==> config.mk <==
export PLATFORM = sky130hd
export DESIGN_NAME = sram_sync_ctrl
export DESIGN_NICKNAME = d
export VERILOG_FILES = /design/src/rtl/sram_sync_pkg.sv /design/src/rtl/sram_rd_pipe.sv /design/src/rtl/sram_sync_ctrl.sv
export SDC_FILE = /design/constraint.sdc
export NUM_CORES = 1
export LEC_CHECK = 0
export ABC_AREA = 1
export CAP_MARGIN = 20
export CORE_UTILIZATION = 60
export DETAILED_ROUTE_END_ITERATION = 10
export MAX_ROUTING_LAYER = met4
export PLACE_DENSITY = 0.78
export SLEW_MARGIN = 10
export SYNTH_ARGS = -nofsm -noshare
export SYNTH_HDL_FRONTEND = slang
export SYNTH_SLANG_ARGS = --single-unit
==> constraint.sdc <==
create_clock -name clk -period 2.35 [get_ports clk]
set_input_delay 0.47 -clock clk [delete_from_list [all_inputs] [get_ports clk]]
set_output_delay 0.47 -clock clk [all_outputs]
set_load 0.03 [all_outputs]
==> src/rtl/sram_sync_pkg.sv <==
// Shared types and helpers for the synchronous SRAM controller family.
//   state_t   : controller FSM states (ST_CLEAR, ST_IDLE)
//   lane_cnt  : number of byte lanes in a word
//   byte_par  : even-parity bit for one byte
package sram_sync_pkg;

  typedef enum logic [0:0] {
    ST_CLEAR = 1'b0,
    ST_IDLE  = 1'b1
  } state_t;

  function automatic int lane_cnt(input int data_w);
    return data_w / 8;
  endfunction

  // Even parity: the stored bit makes the total count of ones even.
  function automatic logic byte_par(input logic [7:0] b);
    return ^b;
  endfunction

endpackage

==> src/rtl/sram_rd_pipe.sv <==
// Fixed-latency valid/data delay line with synchronous flush.
//   clk       : clock
//   flush     : synchronous clear of all valid bits and data
//   in_valid  : valid entering stage 0
//   in_data   : data entering stage 0
//   out_valid : valid leaving the last stage (STAGES cycles later)
//   out_data  : data of the last stage; holds its value between valids
module sram_rd_pipe #(
  parameter int STAGES = 1,
  parameter int W      = 16
) (
  input  logic         clk,
  input  logic         flush,
  input  logic         in_valid,
  input  logic [W-1:0] in_data,
  output logic         out_valid,
  output logic [W-1:0] out_data
);

  logic [STAGES-1:0]        vld_pipe;
  logic [STAGES-1:0][W-1:0] dat_pipe;

  // Data only advances alongside a valid bit, so the last stage keeps the
  // previous response until a new one arrives.
  always_ff @(posedge clk) begin
    if (flush) begin
      vld_pipe <= '0;
      dat_pipe <= '0;
    end else begin
      vld_pipe[0] <= in_valid;
      if (in_valid) dat_pipe[0] <= in_data;
      for (int i = 1; i < STAGES; i++) begin
        vld_pipe[i] <= vld_pipe[i-1];
        if (vld_pipe[i-1]) dat_pipe[i] <= dat_pipe[i-1];
      end
    end
  end

  assign out_valid = vld_pipe[STAGES-1];
  assign out_data  = dat_pipe[STAGES-1];

endmodule

==> src/rtl/sram_sync_ctrl.sv <==
// Synchronous single-port SRAM with valid/ready request port, fixed-latency
// read response, byte-lane write enables and a post-reset clear sequencer.
// Optional macro SRAM_SYNC_PARITY_EN adds per-lane even parity and rsp_perr.
//   clk, rst   : clock, synchronous active-high reset
//   req_*      : request (valid/ready, we, addr, wdata, byte enables)
//   rsp_valid  : one-cycle pulse per accepted read, RD_LAT cycles later
//   rsp_rdata  : read data, held until the next rsp_valid
//   rsp_perr   : (parity build) lane parity mismatch, qualified by rsp_valid
//   busy       : clear sequence in progress
module sram_sync_ctrl
  import sram_sync_pkg::*;
#(
  parameter int DATA_W       = 16,
  parameter int DEPTH        = 16,
  parameter int RD_LAT       = 1,
  parameter int CLEAR_ON_RST = 1,
  localparam int AW = (DEPTH > 1) ? $clog2(DEPTH) : 1,
  localparam int NL = lane_cnt(DATA_W)
) (
  input  logic              clk,
  input  logic              rst,
  input  logic              req_valid,
  output logic              req_ready,
  input  logic              req_we,
  input  logic [AW-1:0]     req_addr,
  input  logic [DATA_W-1:0] req_wdata,
  input  logic [NL-1:0]     req_be,
  output logic              rsp_valid,
  output logic [DATA_W-1:0] rsp_rdata,
`ifdef SRAM_SYNC_PARITY_EN
  output logic              rsp_perr,
`endif
  output logic              busy
);

  localparam logic [AW:0]   DEPTH_W = (AW+1)'(DEPTH);
  localparam logic [AW-1:0] LAST    = AW'(DEPTH - 1);
`ifdef SRAM_SYNC_PARITY_EN
  localparam int PW = DATA_W + 1;
`else
  localparam int PW = DATA_W;
`endif

  state_t            state, state_nxt;
  logic [AW-1:0]     clr_cnt;
  logic [DATA_W-1:0] mem [DEPTH];
`ifdef SRAM_SYNC_PARITY_EN
  logic [NL-1:0]     par_mem [DEPTH];
`endif

  logic              acc, addr_ok, wr_en, rd_en;
  logic [DATA_W-1:0] rd_word;
  logic              rd_perr;
  logic [PW-1:0]     pipe_in, pipe_out;

  assign acc     = req_valid & req_ready;
  assign addr_ok = {1'b0, req_addr} < DEPTH_W;
  assign wr_en   = acc & req_we & addr_ok;   // out-of-range writes are dropped
  assign rd_en   = acc & ~req_we;            // out-of-range reads still answer

  // ---------------- FSM ----------------
  always_ff @(posedge clk) begin
    if (rst) state <= (CLEAR_ON_RST != 0) ? ST_CLEAR : ST_IDLE;
    else     state <= state_nxt;
  end

  always_comb begin
    state_nxt = state;
    if (state == ST_CLEAR && clr_cnt == LAST) state_nxt = ST_IDLE;
  end

  // req_ready is masked by rst so nothing is accepted while reset is held,
  // including the CLEAR_ON_RST=0 case where the reset state is already IDLE.
  always_comb begin
    busy      = 1'b0;
    req_ready = 1'b0;
    case (state)
      ST_CLEAR: busy      = 1'b1;
      ST_IDLE:  req_ready = ~rst;
      default: ;
    endcase
  end

  always_ff @(posedge clk) begin
    if (rst)                                   clr_cnt <= '0;
    else if (state == ST_CLEAR && clr_cnt != LAST) clr_cnt <= clr_cnt + 1'b1;
  end

  // ---------------- storage ----------------
  always_ff @(posedge clk) begin
    if (state == ST_CLEAR) begin
      mem[clr_cnt] <= '0;
`ifdef SRAM_SYNC_PARITY_EN
      par_mem[clr_cnt] <= '0;
`endif
    end else if (wr_en) begin
      for (int i = 0; i < NL; i++) begin
        if (req_be[i]) begin
          mem[req_addr][8*i +: 8] <= req_wdata[8*i +: 8];
`ifdef SRAM_SYNC_PARITY_EN
          par_mem[req_addr][i] <= byte_par(req_wdata[8*i +: 8]);
`endif
        end
      end
    end
  end

  // Read samples the array in the acceptance cycle; a write accepted the
  // cycle before has already landed.
  always_comb begin
    rd_word = '0;
    rd_perr = 1'b0;
    if (addr_ok) begin
      rd_word = mem[req_addr];
`ifdef SRAM_SYNC_PARITY_EN
      for (int i = 0; i < NL; i++)
        rd_perr = rd_perr | (byte_par(rd_word[8*i +: 8]) ^ par_mem[req_addr][i]);
`endif
    end
  end

  // ---------------- response pipe ----------------
`ifdef SRAM_SYNC_PARITY_EN
  assign pipe_in   = {rd_perr, rd_word};
  assign rsp_rdata = pipe_out[DATA_W-1:0];
  // Held pipe data would otherwise leave perr up after the valid pulse.
  assign rsp_perr  = rsp_valid & pipe_out[DATA_W];
`else
  assign pipe_in   = rd_word;
  assign rsp_rdata = pipe_out;
  logic unused_perr;
  assign unused_perr = rd_perr;
`endif

  sram_rd_pipe #(
    .STAGES (RD_LAT),
    .W      (PW)
  ) u_rd_pipe (
    .clk       (clk),
    .flush     (rst),
    .in_valid  (rd_en),
    .in_data   (pipe_in),
    .out_valid (rsp_valid),
    .out_data  (pipe_out)
  );

endmodule

==> results of run 1 <==
-- how the worst min path moves through the flow --
stage | from | end | slack (ns)
2_1_floorplan | clr_cnt[0] | clr_cnt[0] | 0.51
3_3_place_gp | u_rd_pipe.out_data[5] | u_rd_pipe.out_data[5] | 0.54
3_5_place_dp | u_rd_pipe.out_data[9] | u_rd_pipe.out_data[9] | 0.55
4_1_cts | u_rd_pipe.out_data[13] | u_rd_pipe.out_data[13] | 0.57
5_1_grt | u_rd_pipe.out_data[9] | u_rd_pipe.out_data[9] | 0.60
6_report | u_rd_pipe.out_data[9] | u_rd_pipe.out_data[9] | 0.57
-- logic make-up (layout without fill, tap and decap cells) --
kind of cell	after synthesis	count (layout)	synth area share
AO/OA/AOI/OAI	13	13	0.00905
adder cells (fa/ha/maj)	1	1	0.00103
buffers and inverters	233	341	0.0775
flip-flops	278	278	0.668
AND/OR/NAND/NOR	709	709	0.244
-- registers in the layout, indices dropped and copies added (netlist names) --
name,count
u_rd_pipe.out_valid,1
mem,256
u_rd_pipe.out_data,16
clr_cnt,4
state,1
-- layer usage --
metal	up-vias	wire [µm]	GRT usage
met5	-	0	-
met4	0	982	0.119
met3	71	2510	0.0391
met2	493	15100	0.507
met1	4139	11100	0.371
li1	4145	-	-
-- power by group through the flow --
stage / logic [mW] / clock network (mW) / registers, mW
6_report: 0.617 / 4.47 / 5.46
5_1_grt: 0.673 / 4.69 / 5.46
4_1_cts: 0.610 / 4.51 / 5.46
3_5_place_dp: 0.603 / 0 / 5.56
3_3_place_gp: 0.585 / 0 / 5.56
2_1_floorplan: 0.390 / 0 / 5.55
-- synth_stat cells, drive strengths merged --
cell type and n:
nand2 433, edfxtp 256, nand3 177, inv 171, nor2 96, buf 50, dfxtp 22, clkbuf 11
o21ai 8, a21oi 5, nor3 2, clkinv 1, ha 1, nand4 1
-- area by class of cell --
class / count / area (µm²) / area share
well taps: 265 / 332 / 0.0231
inverters: 172 / 647 / 0.0451
clock inverters: 20 / 239 / 0.0166
repair buffers: 121 / 1230 / 0.0859
flip-flops and latches: 278 / 8130 / 0.566
clock buffers: 28 / 679 / 0.0473
multi-input cells: 723 / 3100 / 0.216
-- stage by stage --
stage                     cells  cell area (µm²)  setup TNS, ns
after floorplan            1234            12200              0
after global placement     1559            13400         -17.08
after detailed placement   1559            13400         -29.87
after CTS                  1607            14400              0
after global routing       1607            14400              0
final                      1607            14400              0
-- tightest hold or removal path, stage by stage (launching register included) --
cell and delay [ns]:
dfxtp_1 0.32, nor2_1 0.05, nor2_1 0.07, nand2_1 0.06, inv_1 0.04
==> flow_summary.ini, run 1 <==
[timing]
min_period_ns = 2.24
hold_violations = 0
hold-worst-slack_ns = 0.569
post-route-period-util = 0.955
timing.final.ws_setup_ns = 0.106
slew_viol_final = 0
fin_worst_skew_ns = 0.0121
max_freq_mhz = 446
setup_violations = 0
relSlewSlack = 0.675
tightestPinTransition_ns = 0.484
rsz0062_at_grt = no

[clocking]
ctsHoldBuffers = 0
cts.sinks = 278
clk_pin_slew_ns = 0.06
cts_setup_buffers = 0
clockBufferDepth = 3
cts_inserted_buffers = 27
clock_latency_ns = 0.52
cts_tree = done
htree_levels = 1
root_buffer = clkbuf_16
cts_resized = 0

[critical_path]
r2r_end = mem[6][8]
reg2regPathDepth = 8
cp-end-kind = output pin
crit_path_max_fanout = 6
cp.required_ns = 1.88
cp-start-kind = register
crit_cells = 2
worstPathArrival_ns = 1.77
max_stage_delay_ns = 0.74
cp-startpoint = state
critPathKind = register to output pin
cpMaxStageDelayCell = clkdlybuf4s50_1
cp-endpoint = busy
crit_buf_inv = 2
crit_path_cell_trace = inv_1, clkdlybuf4s50_1
reg2reg_from = state
cp_top_family = buffers and inverters
reg2reg_setup_slack_ns = 0.48

[pwr]
p_per_area_mw_per_mm2 = 734
power_frac_comb = 0.059
p_int_mw = 8.37
pwr-share-clk = 0.424
p_sw_mw = 2.17
power_mw = 10.5
leakage_nw = 6.24
seqPwrFrac = 0.518
irDropWorstVdd_mv = 0.618
swShare = 0.206

[die]
ios = 45
num_rows = 51
fp.dieW_um = 144
start_util = 0.619
dieHeight_um = 144
core_mm2 = 0.0197
die-area_mm2 = 0.0209

[run]
max-cap-violations = 0

[detailed_routing]
drtPass1Iterations = 7
num_vias = 8848
postRouteAntennaNets = 0
drt-vias-per-instance = 5.51
drt_iter0_markers = 1056
wl_mm = 29.7
routedWlPerCell_um = 18.5
drc = 0

[global_routing]
grt_pass1_vias = 8399
grt_first_pass_wirelength_mm = 44.7
grt_max_degree = 65
overflow = 0
antenna_found_initial = 0
grtUsageTotal = 0.301

[final_layout]
layout_commonest_cell = nand2_1
fin_util = 0.730
final_nets = 1350
area_delta_synth_final_pct = 18.0
fill_cells = 1331
antenna_cells = 0
drive_gt1_frac = 0.105
mostFrequentLayoutCells = nand2_1, edfxtp_1, nand3_1

[min_path]
hold_depth = 4
hold_path.class = register to register

[synth]
netlist_instances = 1234
yosys.area.top_type = edfxtp_1
syn_area_per_cell_um2 = 9.86
synth_area_leaders = edfxtp_1, nand2_1, nand3_1
synth_area_mm2 = 0.0122
synth.distinct_cells = 24
synth_top_area_share = 0.632
synth_seq_cells = 278
ys_seq_area_frac = 0.668
ys_warn_count = 0
syn_nets = 1261

[place]
dp_hpwl_mm = 18.9
io_buffers = 44
dp_slack_ns = -0.200
gp_congestion = 0.897

[status]
outcome = finished clean
No activity file was read; power rests on OpenSTA's default activity.
==> inputs of run 2 (changes only) <==
--- a/config.mk
+++ b/config.mk
@@ -7,10 +7,10 @@
 export LEC_CHECK = 0
 export ABC_AREA = 1
 export CAP_MARGIN = 20
-export CORE_UTILIZATION = 60
+export CORE_UTILIZATION = 44
 export DETAILED_ROUTE_END_ITERATION = 10
 export MAX_ROUTING_LAYER = met4
-export PLACE_DENSITY = 0.78
+export PLACE_DENSITY = 0.6
 export SLEW_MARGIN = 10
 export SYNTH_ARGS = -nofsm -noshare
 export SYNTH_HDL_FRONTEND = slang
==> constraint.sdc (replaced) <==
create_clock -name clk -period 2.3 [get_ports clk]
set_input_delay 0.46 -clock clk [delete_from_list [all_inputs] [get_ports clk]]
set_output_delay 0.46 -clock clk [all_outputs]
set_load 0.03 [all_outputs]
==> flow_summary.ini, run 2 (synthesis gave the netlist of run 1 again) <==
[critical_path]
r2r_end = mem[12][9]
crit_path_cell_trace = inv_1, clkdlybuf4s50_1
crit_path_max_fanout = 6
max_stage_delay_ns = 0.72
reg2reg_from = state
reg2regPathDepth = 8
cp-start-kind = register
cp-startpoint = state
cp_top_family = buffers and inverters
crit_buf_inv = 2
critPathKind = register to output pin
cp-end-kind = output pin
cpMaxStageDelayCell = clkdlybuf4s50_1
cp.required_ns = 1.84
reg2reg_setup_slack_ns = 0.48
worstPathArrival_ns = 1.75

[clocking]
cts_resized = 0
htree_levels = 1
cts.sinks = 278
ctsHoldBuffers = 0
cts_tree = done
root_buffer = clkbuf_16
cts_inserted_buffers = 28
clk_pin_slew_ns = 0.06
clockBufferDepth = 3
cts_setup_buffers = 0
clock_latency_ns = 0.55

[timing]
fin_worst_skew_ns = 0.0107
max_freq_mhz = 452
min_period_ns = 2.21
post-route-period-util = 0.961
hold_violations = 0
tightestPinTransition_ns = 0.455
slew_viol_final = 0
relSlewSlack = 0.697
rsz0062_at_grt = no
setup_violations = 0

[final_layout]
antenna_cells = 0
layoutNonFillerInstCount = 1691
final_nets = 1356
layout_commonest_cell = nand2_1
area_delta_synth_final_pct = 19.5
regMostFlops = mem
drive_gt1_frac = 0.111
largest_reg_flops = 256
mostFrequentLayoutCells = nand2_1, edfxtp_1, nand3_1
fill_cells = 2425

[detailed_routing]
drtPass1Iterations = 4
postRouteAntennaNets = 0
wl_mm = 30.1
drt-vias-per-instance = 4.94
routedWlPerCell_um = 17.8
drt_iter0_markers = 786
drc = 0
num_vias = 8355

[global_routing]
grt_first_pass_wirelength_mm = 46.7
antenna_found_initial = 0
grt_max_degree = 66
overflow = 0
grt_pass1_vias = 8142
grtUsageTotal = 0.225

[place]
dp_hpwl_mm = 19.6
dp_cells = 1640
gp_congestion = 0.855
io_buffers = 44

[die]
fp.dieW_um = 168
ios = 45
die-area_mm2 = 0.0283
core_mm2 = 0.0270
num_rows = 60
dieHeight_um = 168
start_util = 0.450

[pwr]
power_frac_comb = 0.058
p_per_area_mw_per_mm2 = 744
power_mw = 10.8
irDropWorstVdd_mv = 0.484
leakage_nw = 6.28
pwr-share-clk = 0.426
swShare = 0.213
seqPwrFrac = 0.515
p_int_mw = 8.51
p_sw_mw = 2.31

[min_path]
whs_endpoint = u_rd_pipe.out_data[2]
hp-start = u_rd_pipe.out_data[2]
hold_path.class = register to register
hold_depth = 4

[run]
max-cap-violations = 0

[status]
outcome = finished clean
[run 2: changes by cell type in the layout (fill, tap and decap cells not counted), moves of 2 or more]
cell and delta:
clkbuf_16 +2, clkbuf_8 +3, buf_4 +3, clkbuf_1 +5, clkinv_1 -6, bufinv_16 -3
buf_12 +2
[run 2: how the worst max path moves through the flow]
stage	slack, ns	cells after the start	end
after detailed placement	-0.15	9	mem[6][4]
after global placement	-0.11	9	mem[4][13]
after floorplan	0.32	8	mem[14][0]
final	0.09	2	busy
after CTS	0.06	2	busy
after global routing	0.02	2	busy
[run 2: power groups by stage]
stage          registers, mW  logic, mW  clock network (mW)
2_1_floorplan           5.67      0.398                   0
3_3_place_gp            5.68      0.627                   0
3_5_place_dp            5.68      0.633                   0
4_1_cts                 5.57      0.637                4.68
5_1_grt                 5.58      0.700                4.86
6_report                5.57      0.633                4.61
[run 2: worst min-delay path, stage by stage (launching register included)]
cell and delay, ns:
dfxtp_1 0.32, nor2_1 0.04, nor2_1 0.08, nand2_1 0.05
inv_1 0.04
[run 2: cell type report]
class                      count  area, µm²  area share
multi-input combinational    723       3100       0.213
timing repair buffer         126       1300      0.0892
tap                          341        427      0.0294
inverter                     172        648      0.0446
clock inverter                13        151      0.0104
sequential                   278       8130       0.559
clock buffer                  38        790      0.0543
[run 2: through the flow]
stage	util	instance area, µm²	setup WS (ns)	hold WS, ns	setup TNS [ns]
after floorplan	-	12200	0.317	0.505	0
after global placement	0.503	13600	-0.115	0.546	-18.02
after detailed placement	0.503	13600	-0.151	0.551	-23.38
after CTS	0.538	14500	0.0634	0.567	0
after global routing	0.538	14500	0.0238	0.588	0
final	0.538	14500	0.0891	0.562	0
[run 2: routing by layer]
| metal | part of all wire | vias to the layer above | routed length [µm] | track usage |
|---|---|---|---|---|
| li1 | - | 4155 | - | - |
| met1 | 0.44 | 3920 | 13400 | 0.300 |
| met2 | 0.48 | 227 | 14600 | 0.366 |
| met3 | 0.046 | 53 | 1400 | 0.0280 |
| met4 | 0.025 | 0 | 755 | 0.0621 |
| met5 | 0 | - | 0 | - |
